### config.mk
export PLATFORM = sky130hd
export DESIGN_NAME = axi_ram_ctrl
export DESIGN_NICKNAME = d
export VERILOG_FILES = /design/src/rtl/axi_ram_pkg.sv /design/src/rtl/axi_ram_rbuf.sv /design/src/rtl/axi_ram_ctrl.sv
export SDC_FILE = /design/constraint.sdc
export NUM_CORES = 1
export LEC_CHECK = 0
export CAP_MARGIN = 10
export CORE_AREA = 3 3 273 275
export DETAILED_ROUTE_END_ITERATION = 10
export DIE_AREA = 0 0 276 278
export MAX_ROUTING_LAYER = met4
export PLACE_DENSITY = 0.53
export SLEW_MARGIN = 0
export SYNTH_ARGS = -nofsm -noshare
export SYNTH_HDL_FRONTEND = slang
export SYNTH_HIERARCHICAL = 1
export SYNTH_SLANG_ARGS = --single-unit
### constraint.sdc
create_clock -name clk -period 3.3 [get_ports clk]
set_clock_uncertainty 0.2 [all_clocks]
set_input_delay 0.66 -clock clk [delete_from_list [all_inputs] [get_ports clk]]
set_output_delay 0.66 -clock clk [all_outputs]
set_load 0.005 [all_outputs]
### src/rtl/axi_ram_pkg.sv
// axi_ram_pkg
// Shared types and helpers for the AXI-to-RAM controller:
//   burst_e        AXI burst encodings (FIXED / INCR / WRAP)
//   RESP_*         AXI response codes used by this controller
//   state_e        controller FSM states
//   next_beat_addr byte address of the following beat of a burst
package axi_ram_pkg;

    typedef enum logic [1:0] {
        BURST_FIXED = 2'b00,
        BURST_INCR  = 2'b01,
        BURST_WRAP  = 2'b10
    } burst_e;

    localparam logic [1:0] RESP_OKAY   = 2'b00;
    localparam logic [1:0] RESP_DECERR = 2'b11;

    typedef enum logic [1:0] {
        S_IDLE    = 2'd0,
        S_WR_DATA = 2'd1,
        S_WR_RESP = 2'd2,
        S_RD_DATA = 2'd3
    } state_e;

    // Computed on a 64-bit address so one function serves any ADDR_WD;
    // callers truncate the result. Reserved burst 2'b11 falls into INCR.
    function automatic logic [63:0] next_beat_addr(
        input logic [63:0] addr,
        input logic [2:0]  size,
        input logic [7:0]  len,
        input logic [1:0]  burst
    );
        logic [63:0] step;
        logic [63:0] span;
        logic [63:0] mask;
        step = 64'd1 << size;
        span = ({56'd0, len} + 64'd1) << size;
        mask = span - 64'd1;
        case (burst)
            BURST_FIXED: next_beat_addr = addr;
            // Keep the aligned-down window base, wrap the offset inside it.
            BURST_WRAP:  next_beat_addr = (addr & ~mask) | ((addr + step) & mask);
            default:     next_beat_addr = addr + step;
        endcase
    endfunction

endpackage

### src/rtl/axi_ram_rbuf.sv
// axi_ram_rbuf
// Two-entry fall-through FIFO for the R channel, carrying {rlast, rdata}.
// When empty, a pushed word is presented on the same cycle (so RAM data
// reaches rvalid one cycle after the RAM read) and is consumed directly if
// popped; otherwise it is stored. count feeds the read-issue credit check.
// Ports:
//   clk, rstn                 clock, async active-low reset
//   push, push_data/last      word returning from the RAM
//   pop                       R handshake (rvalid & rready)
//   rvalid, rdata, rlast      head of queue
//   count                     stored entries (0..2)
module axi_ram_rbuf
    import axi_ram_pkg::*;
#(
    parameter int DATA_WD = 128
) (
    input  logic               clk,
    input  logic               rstn,
    input  logic               push,
    input  logic [DATA_WD-1:0] push_data,
    input  logic               push_last,
    input  logic               pop,
    output logic               rvalid,
    output logic [DATA_WD-1:0] rdata,
    output logic               rlast,
    output logic [1:0]         count
);

    logic [DATA_WD:0] mem [2];
    logic             wr_ptr;
    logic             rd_ptr;
    logic             empty;
    logic             bypass;
    logic             store;
    logic             take;

    assign empty  = (count == 2'd0);
    assign bypass = empty && push && pop;
    assign store  = push && !bypass;
    assign take   = pop && !empty;
    assign rvalid = !empty || push;

    always_comb begin
        {rlast, rdata} = '0;
        if (!empty)
            {rlast, rdata} = mem[rd_ptr];
        else if (push)
            {rlast, rdata} = {push_last, push_data};
    end

    always_ff @(posedge clk or negedge rstn) begin
        if (!rstn) begin
            mem[0] <= '0;
            mem[1] <= '0;
            wr_ptr <= 1'b0;
            rd_ptr <= 1'b0;
            count  <= 2'd0;
        end else begin
            if (store) begin
                mem[wr_ptr] <= {push_last, push_data};
                wr_ptr      <= !wr_ptr;
            end
            if (take)
                rd_ptr <= !rd_ptr;
            count <= count + {1'b0, store} - {1'b0, take};
        end
    end

endmodule

### src/rtl/axi_ram_ctrl.sv
// axi_ram_ctrl
// AXI4 slave that turns one read or write burst at a time into per-beat
// accesses on a single-port RAM with 1-cycle read latency.
// Ports:
//   clk, rstn                       clock, async active-low reset
//   aw*/w*/b*                       AXI write address / data / response
//   ar*/r*                          AXI read address / data
//   ram_addr                        RAM word address (byte addr >> log2(DATA_WD/8))
//   ram_wr_en, ram_rd_en            RAM enables (never both high)
//   ram_strobe, ram_w_data          RAM write byte strobe / data
//   ram_r_data                      RAM read data, valid the cycle after ram_rd_en
//   dbg_state                       current FSM state (state_e encoding)
// Handshakes: a transfer occurs on a rising edge where valid and ready are
// both high; valid, once raised, holds its payload stable until that edge.
// awready/arready are high only in IDLE for the granted request.
// Optional feature macro: AXI_RAM_RANGE_CHECK_EN -- bursts starting at or
// beyond MEM_SIZE MiB get DECERR, with RAM enables suppressed and reads
// returning zero data.
module axi_ram_ctrl
    import axi_ram_pkg::*;
#(
    parameter int DATA_WD  = 128,
    parameter int ADDR_WD  = 32,
    parameter int ID_WD    = 4,
    parameter int MEM_SIZE = 64
) (
    input  logic                 clk,
    input  logic                 rstn,
    input  logic [ID_WD-1:0]     awid,
    input  logic [ADDR_WD-1:0]   awaddr,
    input  logic [7:0]           awlen,
    input  logic [2:0]           awsize,
    input  logic [1:0]           awburst,
    input  logic                 awvalid,
    output logic                 awready,
    input  logic [DATA_WD-1:0]   wdata,
    input  logic [DATA_WD/8-1:0] wstrb,
    input  logic                 wlast,
    input  logic                 wvalid,
    output logic                 wready,
    output logic [ID_WD-1:0]     bid,
    output logic [1:0]           bresp,
    output logic                 bvalid,
    input  logic                 bready,
    input  logic [ID_WD-1:0]     arid,
    input  logic [ADDR_WD-1:0]   araddr,
    input  logic [7:0]           arlen,
    input  logic [2:0]           arsize,
    input  logic [1:0]           arburst,
    input  logic                 arvalid,
    output logic                 arready,
    output logic [ID_WD-1:0]     rid,
    output logic [DATA_WD-1:0]   rdata,
    output logic [1:0]           rresp,
    output logic                 rlast,
    output logic                 rvalid,
    input  logic                 rready,
    output logic [ADDR_WD-1:0]   ram_addr,
    output logic                 ram_wr_en,
    output logic                 ram_rd_en,
    output logic [DATA_WD/8-1:0] ram_strobe,
    output logic [DATA_WD-1:0]   ram_w_data,
    input  logic [DATA_WD-1:0]   ram_r_data,
    output logic [1:0]           dbg_state
);

    localparam int WORD_SHIFT = $clog2(DATA_WD / 8);

    if (DATA_WD < 32 || (DATA_WD & (DATA_WD - 1)) != 0 || MEM_SIZE < 1) begin : g_bad_param
        $error("axi_ram_ctrl: DATA_WD must be a power of two >= 32 and MEM_SIZE >= 1");
    end

    state_e             state, state_n;
    logic               last_grant_wr;
    logic [ID_WD-1:0]   id_q;
    logic [ADDR_WD-1:0] beat_addr;
    logic [ADDR_WD-1:0] next_addr;
    logic [7:0]         len_q;
    logic [7:0]         beat_cnt;
    logic [2:0]         size_q;
    logic [1:0]         burst_q;
    logic               oor;
    logic               issue_done;
    logic               inflight;
    logic               inflight_last;
    logic [1:0]         rb_count;
    logic               grant_wr, grant_rd;
    logic               aw_hs, ar_hs, w_beat, issue, pop;

    // Alternate on contention; last_grant_wr=0 after reset so write wins first.
    assign grant_wr = awvalid && (!arvalid || !last_grant_wr);
    assign grant_rd = arvalid && !grant_wr;
    assign aw_hs    = awvalid && awready;
    assign ar_hs    = arvalid && arready;
    assign w_beat   = wvalid && wready;
    assign pop      = rvalid && rready;

    assign next_addr = ADDR_WD'(next_beat_addr(64'(beat_addr), size_q, len_q, burst_q));

    always_ff @(posedge clk or negedge rstn) begin
        if (!rstn) state <= S_IDLE;
        else       state <= state_n;
    end

    always_comb begin
        state_n = state;
        awready = 1'b0;
        arready = 1'b0;
        wready  = 1'b0;
        bvalid  = 1'b0;
        issue   = 1'b0;
        case (state)
            S_IDLE: begin
                awready = grant_wr;
                arready = grant_rd;
                if (grant_wr)      state_n = S_WR_DATA;
                else if (grant_rd) state_n = S_RD_DATA;
            end
            S_WR_DATA: begin
                wready = 1'b1;
                // Premature wlast ends the burst; a missing one is covered by the count.
                if (wvalid && (wlast || beat_cnt == len_q)) state_n = S_WR_RESP;
            end
            S_WR_RESP: begin
                bvalid = 1'b1;
                if (bready) state_n = S_IDLE;
            end
            S_RD_DATA: begin
                // Issue only while buffered + in-flight words after this pop stay below 2.
                issue = !issue_done &&
                        (({1'b0, rb_count} + {2'b00, inflight}) < (3'd2 + {2'b00, pop}));
                if (pop && rlast) state_n = S_IDLE;
            end
            default: state_n = S_IDLE;
        endcase
    end

    always_ff @(posedge clk or negedge rstn) begin
        if (!rstn) begin
            last_grant_wr <= 1'b0;
            id_q          <= '0;
            beat_addr     <= '0;
            len_q         <= '0;
            size_q        <= '0;
            burst_q       <= '0;
            beat_cnt      <= '0;
            issue_done    <= 1'b0;
            inflight      <= 1'b0;
            inflight_last <= 1'b0;
        end else begin
            if (aw_hs) begin
                id_q <= awid; beat_addr <= awaddr; len_q <= awlen;
                size_q <= awsize; burst_q <= awburst; last_grant_wr <= 1'b1;
            end else if (ar_hs) begin
                id_q <= arid; beat_addr <= araddr; len_q <= arlen;
                size_q <= arsize; burst_q <= arburst; last_grant_wr <= 1'b0;
            end else if (w_beat || issue) begin
                beat_addr <= next_addr;
            end
            if (aw_hs || ar_hs) begin
                beat_cnt   <= '0;
                issue_done <= 1'b0;
            end else if (w_beat || issue) begin
                beat_cnt <= beat_cnt + 8'd1;
                if (beat_cnt == len_q) issue_done <= 1'b1;
            end
            inflight      <= issue;
            inflight_last <= issue && (beat_cnt == len_q);
        end
    end

`ifdef AXI_RAM_RANGE_CHECK_EN
    localparam logic [63:0] MEM_BYTES = 64'(MEM_SIZE) << 20;
    logic [ADDR_WD-1:0] start_addr;
    assign start_addr = aw_hs ? awaddr : araddr;
    always_ff @(posedge clk or negedge rstn) begin
        if (!rstn)               oor <= 1'b0;
        else if (aw_hs || ar_hs) oor <= (64'(start_addr) >= MEM_BYTES);
    end
`else
    assign oor = 1'b0;
`endif

    axi_ram_rbuf #(.DATA_WD(DATA_WD)) u_rbuf (
        .clk       (clk),
        .rstn      (rstn),
        .push      (inflight),
        .push_data (oor ? '0 : ram_r_data),
        .push_last (inflight_last),
        .pop       (pop),
        .rvalid    (rvalid),
        .rdata     (rdata),
        .rlast     (rlast),
        .count     (rb_count)
    );

    assign ram_addr   = beat_addr >> WORD_SHIFT;
    assign ram_wr_en  = w_beat && !oor;
    assign ram_rd_en  = issue && !oor;
    assign ram_strobe = wready ? wstrb : '0;
    assign ram_w_data = wready ? wdata : '0;
    assign bid        = id_q;
    assign rid        = id_q;
    assign bresp      = oor ? RESP_DECERR : RESP_OKAY;
    assign rresp      = oor ? RESP_DECERR : RESP_OKAY;
    assign dbg_state  = state;

endmodule
==> qor.csv <==
stage,metric,value,unit
sta,max_freq,304,MHz
finish,fill_cells,7018,
logic_synthesis,synth_compound_area_share,12.9,%
logic_synthesis,synth_top_family_by_area,multiplexers,
logic_synthesis,synth-simple-area-share,15.0,%
route,wl_per_cell,23.5,µm
power_and_ir_drop,p_sw_share,39.6,%
die,start_util,27.5,%
setup_path,max_stage_delay,0.42,ns
route,vias,18848,
logic_synthesis,yosys.area.top_type,dfrtp_1,
sta,hold_viol_final,0,
route,met1_length,38800,µm
power_and_ir_drop,p_sw,13.0,mW
route,wl_met3,6310,µm
setup_path,crit_path_start_kind,flip-flop,
logic_synthesis,async_flop_share,100,%
finish,final_cell_area,31500,µm²
die,row_count,99,
placement,place_area,28700,µm²
logic_synthesis,synth-seq-area-share,40.8,%
power_and_ir_drop,peakVddDrop,0.000439,V
cts,cts.sinks,325,
worst_hold_path,hp-class,flip-flop to flip-flop,
global_route,grt_max_degree,133,
sta,drv_slew,0,
cts,clk_pin_slew_worst_paths,0.06,ns
cts,htree_levels,2,
power_and_ir_drop,p_int,19.8,mW
global_route,grt_pass1_wl,127000,µm
finish,multi_input_area,11100,µm²
power_and_ir_drop,pwr-share-clk,13.8,%
power_and_ir_drop,leakage,13.5,nW
route,drc,0,
sta,min_period_over_period,99.6,%
global_route,overflow,0,
setup_path,slowest_stage,dfrtp_1,
placement,place_hpwl,64500,µm
status,status,finished clean,
setup_path,path_class,flip-flop to flip-flop,
finish,seqCellArea,8150,µm²
logic_synthesis,synthAdderAreaFrac,1.10,%
sta,period_minus_slack,3.29,ns
power_and_ir_drop,seqPwrFrac,22.0,%
power_and_ir_drop,powerDensity,1040,nW/µm²
finish,final_net_count,3146,
cts,clock_path_buffers,3,
logic_synthesis,avgSynthCellArea,10.4,µm²
logic_synthesis,syn_area,19900,µm²
die,ios,704,
cts,root_buffer,clkbuf_16,
die,die_height,278,µm
sta,timing.hold.ws,0.283,ns
finish,layout-drive-gt1-share,26.9,%
logic_synthesis,synthMuxAreaShare,21.5,%
cts,cts_tree,built,
setup_path,worstPathRequired,3.53,ns
route,route.met2.wl,41200,µm
logic_synthesis,yosys-top-cells-area,"dfrtp_1, mux2_2, mux2i_1",
placement,io_buffer_count,695,
die,die_w,276,µm
global_route,grt_pass1_vias,19329,
route,drt_pass1_iterations,5,
sta,timing.final.ws_setup,0.0132,ns
power_and_ir_drop,power_frac_comb,64.1,%
placement,gp_congestion,0.969,
cts,clk_latency,0.55,ns
route,via_per_inst,5.02,
flow_run,maxCapViolCount,0,
route,antenna_left,0,
logic_synthesis,ys_warn_count,6,
logic_synthesis,netlist-cell-type-count,93,
route,routed.top_layer,met4,
setup_path,end_kind,flip-flop,
logic_synthesis,synth_top_area_share,40.8,%
setup_path,crit_arrival,3.52,ns
global_route,grt_antenna_before_repair,22,
sta,worst_slew_pin_slew,0.687,ns
route,drt_iter0_markers,1323,
sta,rsz0062_at_grt,true,
sta,setup-violations-final,0,
setup_path,crit_chain,ha_4 -> xnor2_4 -> o211ai_1 -> a221oi_2 -> o311ai_1 -> buf_4 -> a211oi_4 -> and4_1 -> and3_1 -> ha_1 -> a21oi_2 -> a41oi_2 -> o22a_1,
setup_path,rrSetupSlack,0.01,ns
global_route,grtUsageTotal,22.2,%
logic_synthesis,synth_xor_xnor_area_share,1.62,%
die,design.core.area,72600,µm²
route,drt-total-wl,88400,µm
logic_synthesis,synthFlopType,dfrtp_1,
placement,place_ws,-0.210,ns
sta,slew_headroom,54.1,%
cts,numCtsBuffers,41,
setup_path,critPathMaxFanout,6,
die,die-area,76700,µm²
logic_synthesis,synth_cells,1926,
logic_synthesis,synth-seq-cells,325,
finish,area_delta_synth_final,58.0,%
finish,post-route-util,43.4,%
logic_synthesis,synth_edf_count,0,
state kept, by name, summed over array words and instances, names as in the netlist, 2 cells and up, named ones only:
name,cells
u_rbuf/mem,258
beat_cnt,8
len_q,8
bid,4
size_q,3
burst_q,2
dbg_state,2
u_rbuf/count,2
final timing paths:
check                             endpoint           from  cells past startpoint
setup / recovery                 flip-flop       len_q[1]                     13
min in group asynchronous  u_rbuf/mem[120]           rstn                      2
hold reg to reg              last_grant_wr  last_grant_wr                      2
hold / removal               last_grant_wr  last_grant_wr                      2
setup reg to reg                 flip-flop       len_q[1]                     13
max in group asynchronous         len_q[3]           rstn                      3
placed cells by master, fill, tap and decap left out, types with 20 or more instances in the layout:
cell type / instances
buf_4: 200
o22ai_1: 22
inv_1: 22
nand3_1: 149
mux2_2: 238
dfrtp_1: 319
xnor2_1: 22
nor2_1: 79
dlygate4sd2_1: 59
and2_1: 150
buf_12: 24
nand2_1: 57
mux2_4: 20
mux2i_1: 130
clkbuf_2: 25
dlymetal6s2s_1: 21
o21ai_0: 139
clkdlybuf4s50_1: 570
a21oi_1: 39
clkbuf_16: 49
o21ai_2: 23
timing repair:
| action | CTS | global route |
|---|---|---|
| cloned | 9 | 8 |
| pin swaps | 26 | 40 |
| hold endpoints to repair | 56 | 0 |
| hold buffers | 1 | 0 |
| setup endpoints to repair | 286 | 94 |
| buffers inserted | 12 | 43 |
| resized for setup | 196 | 200 |
logic make-up after synthesis:
kind of cell	Yosys count
buf+inv	210
other cells	1
compound gates	394
fa+ha+maj	17
simple gates	553
xor+xnor	37
mux	389
flops	325
power groups by stage:
stage	clock (mW)	combinational [mW]	sequential, mW
2_1_floorplan	0	10.2	6.80
4_1_cts	4.69	19.8	7.21
6_report	4.53	21.0	7.21
5_1_grt	4.85	22.5	7.46
3_3_place_gp	0	19.0	7.12
3_5_place_dp	0	19.2	7.25
critical path, delay by kind of cell, from the launching register on:
kind / cells / cell delay, ns
XOR/XNOR: 1 / 0.17
flip-flops: 1 / 0.42
AO/OA/AOI/OAI: 7 / 1.35
buffers and inverters: 1 / 0.17
AND/OR/NAND/NOR: 2 / 0.40
adder cells (fa/ha/maj): 2 / 0.46
Yosys cell counts, types with 12 or more instances:
cell type,n
dfrtp_1,325
mux2_2,238
o21ai_0,178
nand3_1,160
and2_1,151
mux2i_1,131
nor2_1,88
clkbuf_1,59
nand2_1,57
buf_4,48
a21oi_1,46
buf_2,37
xnor2_1,25
o22ai_1,23
buf_12,22
inv_1,22
mux2_4,20
buf_1,16
ha_1,16
a22oi_1,12
nand2b_1,12
nor3_1,12
o211ai_1,12
xor2_1,12
layer usage:
layer  GRT usage, %  vias to the layer above
li1               -                     8633
met3           5.53                      114
met4           5.63                        0
met1           29.1                     9416
met2           34.3                      685
met5              -                        -
layout make-up:
cell class | instances | area share [%]
clock inverters | 12 | 0.389
clock buffers | 63 | 4.00
diodes | 15 | 0.119
repair buffers | 960 | 30.4
inverters | 24 | 0.286
multi-input cells | 1399 | 35.2
flip-flops and latches | 325 | 25.8
well taps | 959 | 3.81
through the flow:
stage / power, mW / TNS [ns] / std cells
final: 32.7 / 0 / 3757
after global routing: 34.8 / -1.33 / 3754
after CTS: 31.6 / -1.95 / 3693
after detailed placement: 26.4 / -2.50 / 3596
after global placement: 26.1 / -2.32 / 3596
after floorplan: 17.0 / 0 / 1933
No activity file was read; power rests on OpenSTA's default activity.
